## src/rtl/idu_uop_queue.sv

```systemverilog
// idu_uop_queue: DEPTH-entry FIFO of decoded micro-ops between IDU and EXU.
// Valid/ready on both sides, synchronous flush, occupancy count.
// Optional macro YSYX_UOPQ_BYPASS_EN: an empty queue forwards in_uop to out_uop
// combinationally, and a uop consumed that way is never written.
//
// Packed uop, MSB to LSB:
//   pc[XLEN] inst[32] op1[XLEN] op2[XLEN] opj[XLEN] imm[XLEN] rd[REG_LEN]
//   alu_op[5] func3[3] ren wen jen ben system func3_z csr_wen ebreak ecall mret
// That is five XLEN-wide fields, so the packed width is 5*XLEN+32+REG_LEN+18.
module idu_uop_queue #(
    parameter  int XLEN    = 32,
    parameter  int REG_LEN = 5,
    parameter  int DEPTH   = 4,
    localparam int UOP_W   = 5*XLEN + 32 + REG_LEN + 18,
    localparam int PTR_W   = $clog2(DEPTH),
    localparam int CNT_W   = $clog2(DEPTH) + 1
) (
    input  logic             clock,
    input  logic             reset,
    input  logic             flush,
    input  logic             in_valid,
    output logic             in_ready,
    input  logic [UOP_W-1:0] in_uop,
    output logic             out_valid,
    input  logic             out_ready,
    output logic [UOP_W-1:0] out_uop,
    output logic [CNT_W-1:0] count
);

    logic [UOP_W-1:0] mem [DEPTH];
    logic [PTR_W-1:0] head;
    logic [PTR_W-1:0] tail;
    logic             full;
    logic             empty;
    logic             push;
    logic             pop;
    logic             bypass;
    logic             store;

    // Handshake decode; full/empty come only from the count register.
    always_comb begin
        full      = (count == CNT_W'(DEPTH));
        empty     = (count == '0);
        in_ready  = reset && !full;
        bypass    = 1'b0;
`ifdef YSYX_UOPQ_BYPASS_EN
        bypass    = reset && !flush && empty && in_valid;
        out_uop   = empty ? in_uop : mem[head];
`else
        out_uop   = mem[head];
`endif
        out_valid = !empty || bypass;
        push      = in_valid && in_ready;
        pop       = !empty && out_ready;
        // A bypassed uop consumed in the same cycle never occupies an entry.
        store     = push && !(bypass && out_ready);
    end

    // Pointer and occupancy state: reset beats flush beats push/pop.
    always_ff @(posedge clock) begin
        if (!reset) begin
            head  <= '0;
            tail  <= '0;
            count <= '0;
        end else if (flush) begin
            head  <= '0;
            tail  <= '0;
            count <= '0;
        end else begin
            if (store) begin
                tail <= tail + PTR_W'(1);
            end
            if (pop) begin
                head <= head + PTR_W'(1);
            end
            case ({store, pop})
                2'b10:   count <= count + CNT_W'(1);
                2'b01:   count <= count - CNT_W'(1);
                default: count <= count;
            endcase
        end
    end

    // Entry storage; contents are intentionally left untouched by reset.
    always_ff @(posedge clock) begin
        if (reset && !flush && store) begin
            mem[tail] <= in_uop;
        end
    end

endmodule
```

## config.mk

```make
export PLATFORM = sky130hd
export DESIGN_NAME = idu_uop_queue
export DESIGN_NICKNAME = d
export VERILOG_FILES = /design/src/rtl/idu_uop_queue.sv
export SDC_FILE = /design/constraint.sdc
export NUM_CORES = 1
export LEC_CHECK = 0
export CORE_MARGIN = 2
export CORE_UTILIZATION = 43
export CTS_CLUSTER_SIZE = 40
export DETAILED_ROUTE_END_ITERATION = 10
export PLACE_DENSITY = 0.65
export SLEW_MARGIN = 10
export SYNTH_ARGS = -nofsm -noshare
export SYNTH_HDL_FRONTEND = slang
export SYNTH_SLANG_ARGS = --single-unit
```

## constraint.sdc

```tcl
create_clock -name clock -period 8.5 [get_ports clock]
set_clock_uncertainty 0.1 [all_clocks]
set_input_delay 1.7 -clock clock [delete_from_list [all_inputs] [get_ports clock]]
set_output_delay 1.7 -clock clock [all_outputs]
set_load 0.02 [all_outputs]
```

==> results of run 1 <==
[power by group through the flow]
stage	combinational, mW	clock [mW]	sequential (mW)
global placement	0.360	0	4.85
floorplan	0.131	0	4.86
global route	0.388	4.01	4.76
finish	0.365	3.77	4.76
detailed placement	0.368	0	4.85
CTS	0.370	3.86	4.76
[synth_stat cells]
| master | count | area share |
|---|---|---|
| sky130_fd_sc_hd__a21oi_1 | 3 | 0.00048 |
| sky130_fd_sc_hd__and2_1 | 4 | 0.00079 |
| sky130_fd_sc_hd__buf_2 | 23 | 0.0037 |
| sky130_fd_sc_hd__buf_6 | 18 | 0.0064 |
| sky130_fd_sc_hd__clkbuf_1 | 7 | 0.00083 |
| sky130_fd_sc_hd__dfxtp_1 | 9 | 0.0057 |
| sky130_fd_sc_hd__edfxtp_1 | 860 | 0.82 |
| sky130_fd_sc_hd__fa_1 | 1 | 0.00064 |
| sky130_fd_sc_hd__ha_1 | 5 | 0.0020 |
| sky130_fd_sc_hd__inv_1 | 5 | 0.00060 |
| sky130_fd_sc_hd__mux4_2 | 215 | 0.15 |
| sky130_fd_sc_hd__nand2_1 | 2 | 0.00024 |
| sky130_fd_sc_hd__nand2b_1 | 1 | 0.00020 |
| sky130_fd_sc_hd__nor2_1 | 6 | 0.00072 |
| sky130_fd_sc_hd__nor2b_1 | 2 | 0.00040 |
| sky130_fd_sc_hd__nor3_1 | 1 | 0.00016 |
| sky130_fd_sc_hd__nor3b_1 | 1 | 0.00024 |
| sky130_fd_sc_hd__o211ai_1 | 1 | 0.00024 |
| sky130_fd_sc_hd__o21ai_0 | 3 | 0.00048 |
| sky130_fd_sc_hd__o311ai_0 | 1 | 0.00028 |
| sky130_fd_sc_hd__o31a_1 | 1 | 0.00028 |
| sky130_fd_sc_hd__or2_2 | 1 | 0.00020 |
| sky130_fd_sc_hd__or3_1 | 3 | 0.00060 |
| sky130_fd_sc_hd__xnor2_1 | 1 | 0.00028 |
| sky130_fd_sc_hd__xor2_1 | 3 | 0.00083 |
[flip-flops by register name, summed over array words and instances, names as in the netlist, named ones only]
register / count
mem: 860
head: 2
count: 3
tail: 2
[per-stage QoR]
| step | instances | hold WS (ns) |
|---|---|---|
| after detailed placement | 2541 | 0.4051 |
| after global placement | 2541 | 0.4108 |
| after CTS | 2700 | 0.4315 |
| after global routing | 2700 | 0.4763 |
| final | 2705 | 0.4277 |
| after floorplan | 1177 | 0.3847 |
[worst reg2reg max path: stages (launching register included)]
cell                      delay [ns]
sky130_fd_sc_hd__dfxtp_1        0.47
sky130_fd_sc_hd__nor3b_1        0.16
sky130_fd_sc_hd__nor3_1         0.47
sky130_fd_sc_hd__and2_4         0.79
sky130_fd_sc_hd__buf_4          0.86
[area by class of cell]
type                    instances  area, um2  share of cell area
clock inverters                51      555.5             0.01395
clock buffers                 108       2298             0.05772
diodes                          5      12.51           0.0003142
well taps                     959       1200             0.03013
flip-flops and latches        869      26010              0.6532
inverters                       5      18.77           0.0004713
multi-input cells             255       5136              0.1290
repair buffers                453       4587              0.1152
[metal layers]
metal / vias up / GRT usage / wire length, um
li1: 6132 / - / -
met1: 7329 / 0.2044 / 24010
met2: 414 / 0.2614 / 30540
met3: 103 / 0.05822 / 5575
met4: 16 / 0.05263 / 1455
met5: - / 0 / 106
[final timing paths]
kind	slack [ns]	to	start	cells past startpoint
worst max-delay path	3.20	out_uop[71]	register	3
worst min-delay path	0.43	head[1]	head[1]	2
worst max register to register	5.19	mem[1][57]	count[0]	4
worst min register to register	0.43	head[1]	head[1]	2
[kinds of logic after synthesis]
group | count (synthesis)
DFF | 869
muxes | 215
buffers and inverters | 53
and+or+nand+nor | 21
AOI/OAI and AO/OA | 9
adders and majority gates | 6
xor gates and xnor gates | 4
==> run summary, run 1 <==
## Timing
* final setup violating endpoints: 0
* Final Max Slew Viols: 0
* final hold vios: 0
* Sum Neg Setup Slack: 0 ns
* unrepaired setup endpoints after global routing: false
* share of the clock period used by the worst path: 0.6238
* minimum setup slack in the final design: 3.198 ns
* Worst Max-Slew Pin Slew: 1.039 ns
* time the worst path needs with I/O delays and setup: 5.302 ns
* relative slew slack: 0.3070
* Max Clock Freq: 0.1886 GHz

## CTS
* total of hold buffers inserted after clock tree synthesis: 0
* clk_lat worst skew: 0.62 ns
* number of sinks on the clock net: 869
* total clock buffers created by CTS: 88
* TritonCTS clock tree: yes
* number of buffers on the longest clock path: 3
* Clk Tree Root Cell: sky130_fd_sc_hd__clkbuf_16
* maximum level of the CTS H-tree: 3
* post-cts resize count: 0
* setup bufs post-CTS: 0
* clock input transition at the sequential cells of the worst setup and hold paths: 0.06 ns

## Power and ir drop
* post-layout power: 8.891 mW
* Clk network pwr share: 0.424
* Psw: 1.737 mW
* Worst VDD drop: 0.0002147 V
* Internal Power: 7.155 mW
* Comb power frac: 0.041
* cell leakage power: 12.22 nW
* cell area power density: 223.3 nW/um2
* switching power as a share of total power: 0.1953
* sequential cell fraction of total power: 0.535

## Logic synthesis
* unique cell type count in the Yosys netlist: 25
* multiplexer share of the synthesized area: 0.1537
* instance count of the mapped netlist: 1177
* Avg Inst Size Synth: 26.76 um2
* flop and latch count out of synthesis: 869
* simple-gate portion of the synthesized area: 0.003536
* Mapped Nets: 1403
* area of the mapped netlist: 31490 um2
* dominant combinational cell family by area after synthesis: multiplexers
* area share of fa/ha/maj cells after synthesis: 0.002622
* xor and xnor fraction of the mapped netlist area: 0.001112
* fraction of the yosys area taken by sequential cells: 0.8257
* number of warnings printed during yosys synthesis: 0
* complex-gate fraction of the synthesized area: 0.001748

## Floorplanning
* Core Region: 72710 um2
* die area: 75420 um2
* initial core utilization: 0.4331
* IO Pins: 440
* x dimension of the die: 274.6 um
* Std-Cell Rows: 99
* Chip Height: 274.6 um

## Flow run
* max-cap violations: 0

## Worst hold path
* worst min-delay path category: register to register

## Layout
* number of fillers in the final layout: 5362
* most frequent standard cell in the layout excluding fill and tap cells: sky130_fd_sc_hd__edfxtp_1
* share of post-route cells with drive strength above 1: 0.2056
* final instance area: 39820 um2
* end-of-flow core utilization: 0.5477
* most used cells in the layout excluding fill and tap cells: sky130_fd_sc_hd__edfxtp_1, sky130_fd_sc_hd__clkdlybuf4s50_1, sky130_fd_sc_hd__mux4_2, sky130_fd_sc_hd__clkbuf_16, sky130_fd_sc_hd__clkbuf_1
* area growth from synthesis to layout: 26.44%
* total number of nets in the final design: 1898

## Place
* pre-CTS setup slack: 3.534 ns
* count of buffers inserted at the top-level ports: 439
* estimated wirelength of the detail-placed design: 36420 um
* total placed instance area: 36950 um2
* GP Congestion: 0.7044

## Detailed routing
* ratio of routed vias to standard cells: 5.173
* count of nets left with antenna violations after detail routing: 0
* total iterations of the first detailed-routing run: 5
* wire per inst: 22.80 um
* detailed router's first-iteration violation count: 856
* final wirelength: 61690 um
* via count of the routed design: 13990
* post-detailed-route DRC marker count: 0

## Critical path
* cell type group with the largest total delay on the critical path: buffers and inverters
* CP startpoint kind: register
* maximum cell stage delay along the critical path: 0.85 ns
* CP endpoint kind: primary output
* Worst EP arrival: 3.50 ns
* crit path max-delay cell type: sky130_fd_sc_hd__dfxtp_4
* highest fanout seen on the critical path: 62
* worst path cell trace: buf_4 > mux4_2 > clkdlybuf4s50_1
* worst setup path class: register to primary output
* Buf+Inv Stages, Crit Path: 2
* required time worst endpoint: 6.70 ns

## GRT
* largest net degree at the start of global routing: 124
* global-route wire length before repair: 91070 um
* vias in the first global route: 14720
* global routing usage summed across all routing layers: 0.1616
* number of antenna violations at the first check in global routing: 9
* grt total ovfl: 0

## Status
* outcome: complete, no violations

(Power assumes the default switching activity.)
==> inputs of run 2 (changes only) <==
Settings changed: PLACE_DENSITY 0.65 to 0.68.
Clock period 8.5 ns to 4.5 ns, I/O delays scaled along.
==> run 2 against run 1 <==
  * Sequential power grew 89%
  * Critical path depth grew 1
  * Design area grew 1.2%
==> run summary, run 2 (synthesis results as in run 1) <==
## Status
* outcome: complete, no violations, unchanged

## Place
* post-placement cell count: 2587, was 2541
* pre-CTS setup slack: 1.095 ns, was 3.534 ns
* GP Congestion: 0.7727, was 0.7044
* estimated wirelength of the detail-placed design: 40750 um, was 36420 um
* count of buffers inserted at the top-level ports: 439, unchanged
* total placed instance area: 37520 um2, was 36950 um2

## CTS
* clk_lat worst skew: 0.62 ns, about the same
* clock input transition at the sequential cells of the worst setup and hold paths: 0.06 ns, about the same
* setup bufs post-CTS: 0, unchanged
* number of buffers on the longest clock path: 3, unchanged
* total of hold buffers inserted after clock tree synthesis: 0, unchanged
* TritonCTS clock tree: yes, unchanged
* Clk Tree Root Cell: sky130_fd_sc_hd__clkbuf_16, unchanged
* total clock buffers created by CTS: 88, unchanged
* number of sinks on the clock net: 869, unchanged
* post-cts resize count: 0, unchanged
* maximum level of the CTS H-tree: 3, unchanged

## Critical path
* r2r worst-path depth: 8, was 4
* CP startpoint kind: register, unchanged
* maximum cell stage delay along the critical path: 0.57 ns, was 0.85 ns
* highest fanout seen on the critical path: 33, was 62
* required time worst endpoint: 3.50 ns, was 6.70 ns
* CP endpoint kind: primary output, unchanged
* Worst EP arrival: 2.88 ns, was 3.50 ns
* Critical R2R Launch: count[2], was count[0]
* Most Frequent Cell on Critical Path: sky130_fd_sc_hd__buf_12
* crit path max-delay cell type: sky130_fd_sc_hd__mux4_2, was sky130_fd_sc_hd__dfxtp_4
* RR Endpoint: count[2], was mem[1][57]
* setup slack, reg-to-reg: 1.86 ns, was 5.19 ns
* worst path cell trace: buf_12 > buf_12 > mux4_2 > clkdlybuf4s50_1, was buf_4 > mux4_2 > clkdlybuf4s50_1
* cell type group with the largest total delay on the critical path: buffers and inverters, unchanged
* Buf+Inv Stages, Crit Path: 3, was 2
* worst setup path class: register to primary output, unchanged

## Worst hold path
* worst hold path startpoint: head[1], unchanged
* worst-case hold path end point: head[1], unchanged
* Hold Path Cell Cnt: 2, unchanged
* worst min-delay path category: register to register, unchanged

## Detailed routing
* count of nets left with antenna violations after detail routing: 0, unchanged
* detailed router's first-iteration violation count: 1016, was 856
* via count of the routed design: 14380, was 13990
* ratio of routed vias to standard cells: 5.234, was 5.173
* post-detailed-route DRC marker count: 0, unchanged
* total iterations of the first detailed-routing run: 5, unchanged
* wire per inst: 23.05 um, was 22.80 um
* final wirelength: 63330 um, was 61690 um

## Layout
* area growth from synthesis to layout: 28.00%, was 26.44%
* number of flip-flops under the largest register name: 860, unchanged
* number of fillers in the final layout: 5261, was 5362
* total number of nets in the final design: 1944, was 1898
* most frequent standard cell in the layout excluding fill and tap cells: sky130_fd_sc_hd__edfxtp_1, unchanged
* largest registers ranked by flip-flop count: mem: 860 flops, count: 3 flops, unchanged
* final instance area: 40310 um2, was 39820 um2
* register with the most flip-flops: mem, unchanged
* share of post-route cells with drive strength above 1: 0.2205, was 0.2056
* post-route insts no fill: 2747, was 2705
* most used cells in the layout excluding fill and tap cells: sky130_fd_sc_hd__edfxtp_1, sky130_fd_sc_hd__clkdlybuf4s50_1, sky130_fd_sc_hd__mux4_2, sky130_fd_sc_hd__clkbuf_16, sky130_fd_sc_hd__buf_4, was sky130_fd_sc_hd__edfxtp_1, sky130_fd_sc_hd__clkdlybuf4s50_1, sky130_fd_sc_hd__mux4_2, sky130_fd_sc_hd__clkbuf_16, sky130_fd_sc_hd__clkbuf_1
* end-of-flow core utilization: 0.5544, was 0.5477

## Timing
* Hold Slack: 0.4450 ns, was 0.4277 ns
* unrepaired setup endpoints after global routing: false, unchanged
* time the worst path needs with I/O delays and setup: 3.880 ns
* share of the clock period used by the worst path: 0.8622
* Sum Neg Setup Slack: 0 ns, unchanged
* final hold vios: 0, unchanged
* minimum setup slack in the final design: 0.6203 ns, was 3.198 ns
* final setup violating endpoints: 0, unchanged
* Max Clock Freq: 0.2578 GHz
* relative slew slack: 0.5908, was 0.3070
* Final Max Slew Viols: 0, unchanged
* Worst Max-Slew Pin Slew: 0.6138 ns, was 1.039 ns

## Floorplanning
* x dimension of the die: 274.6 um, unchanged
* Std-Cell Rows: 99, unchanged
* Chip Height: 274.6 um, unchanged
* IO Pins: 440, unchanged
* initial core utilization: 0.4331, unchanged
* die area: 75420 um2, unchanged
* Core Region: 72710 um2, unchanged

## Power and ir drop
* cell leakage power: 12.48 nW, was 12.22 nW
* post-layout power: 16.67 mW, was 8.891 mW
* cell area power density: 413.6 nW/um2, was 223.3 nW/um2
* Worst VDD drop: 0.0003106 V, was 0.0002147 V

## GRT
* vias in the first global route: 15110, was 14720
* global-route wire length before repair: 93140 um, was 91070 um
* GRT Max-Usage Layer: met2, unchanged
* number of antenna violations at the first check in global routing: 7, was 9
* global routing usage summed across all routing layers: 0.1657, was 0.1616
* met2 Usage GRT: 0.2834, was 0.2614
* grt total ovfl: 0, unchanged
* met3 track utilization from global routing: 0.05333, was 0.05822
* largest net degree at the start of global routing: 84, was 124
* met1 track demand over resource: 0.2023, was 0.2044

## Flow run
* max-cap violations: 0, unchanged

## run 2: changes by cell type in the layout (fill, tap and decap cells not counted), sizes merged
cell | previous run | this run
diode | 5 | 1
inv | 7 | 8
clkbuf | 108 | 111
buf | 14 | 60
clkinvlp | 3 | 1
bufinv | 9 | 8
clkinv | 37 | 36
## run 2: where the power goes
group          switching, mW  leakage (nW)  internal, mW  total [mW]
clock                   2.89          1.35          4.07        6.97
sequential            0.0180          7.84          8.97        8.99
combinational          0.330          3.29         0.382       0.712
total                   3.24          12.5          13.4        16.7
## run 2: area by class of cell
cell class | instances | area, um2 | share of cell area
antenna | 1 | 2.502 | 0.00006208
clock buffer | 111 | 2288 | 0.05677
clock inverter | 48 | 496.7 | 0.01232
inverter | 5 | 18.77 | 0.0004656
multi-input combinational | 255 | 5136 | 0.1274
sequential | 869 | 26010 | 0.6453
tap | 959 | 1200 | 0.02977
timing repair buffer | 499 | 5157 | 0.1279
## run 2: worst max path at each step
stage / to / slack, ns / depth (start not counted) / startpoint
4_1_cts: out_uop[49] / 0.51 / 4 / register
3_3_place_gp: mem[0][163] / 1.13 / 5 / reset
6_report: out_uop[158] / 0.62 / 4 / register
3_5_place_dp: mem[0][183] / 1.10 / 5 / reset
5_1_grt: out_uop[49] / 0.45 / 4 / register
2_1_floorplan: mem[0][0] / 0.07 / 3 / in_valid
## run 2: worst register-to-register path: stages, from the launching register on
cell,delay (ns)
sky130_fd_sc_hd__dfxtp_1,0.45
sky130_fd_sc_hd__nor3b_1,0.53
sky130_fd_sc_hd__or2_2,0.24
sky130_fd_sc_hd__ha_1,0.20
sky130_fd_sc_hd__inv_1,0.07
sky130_fd_sc_hd__fa_1,0.37
sky130_fd_sc_hd__xor2_1,0.15
sky130_fd_sc_hd__or3_1,0.32
sky130_fd_sc_hd__a21oi_1,0.15
## run 2: routing by layer
layer	wire length [um]	share of wire
met5	84	0.0013
met4	1210	0.019
met3	5108	0.081
met2	32810	0.52
met1	24120	0.38
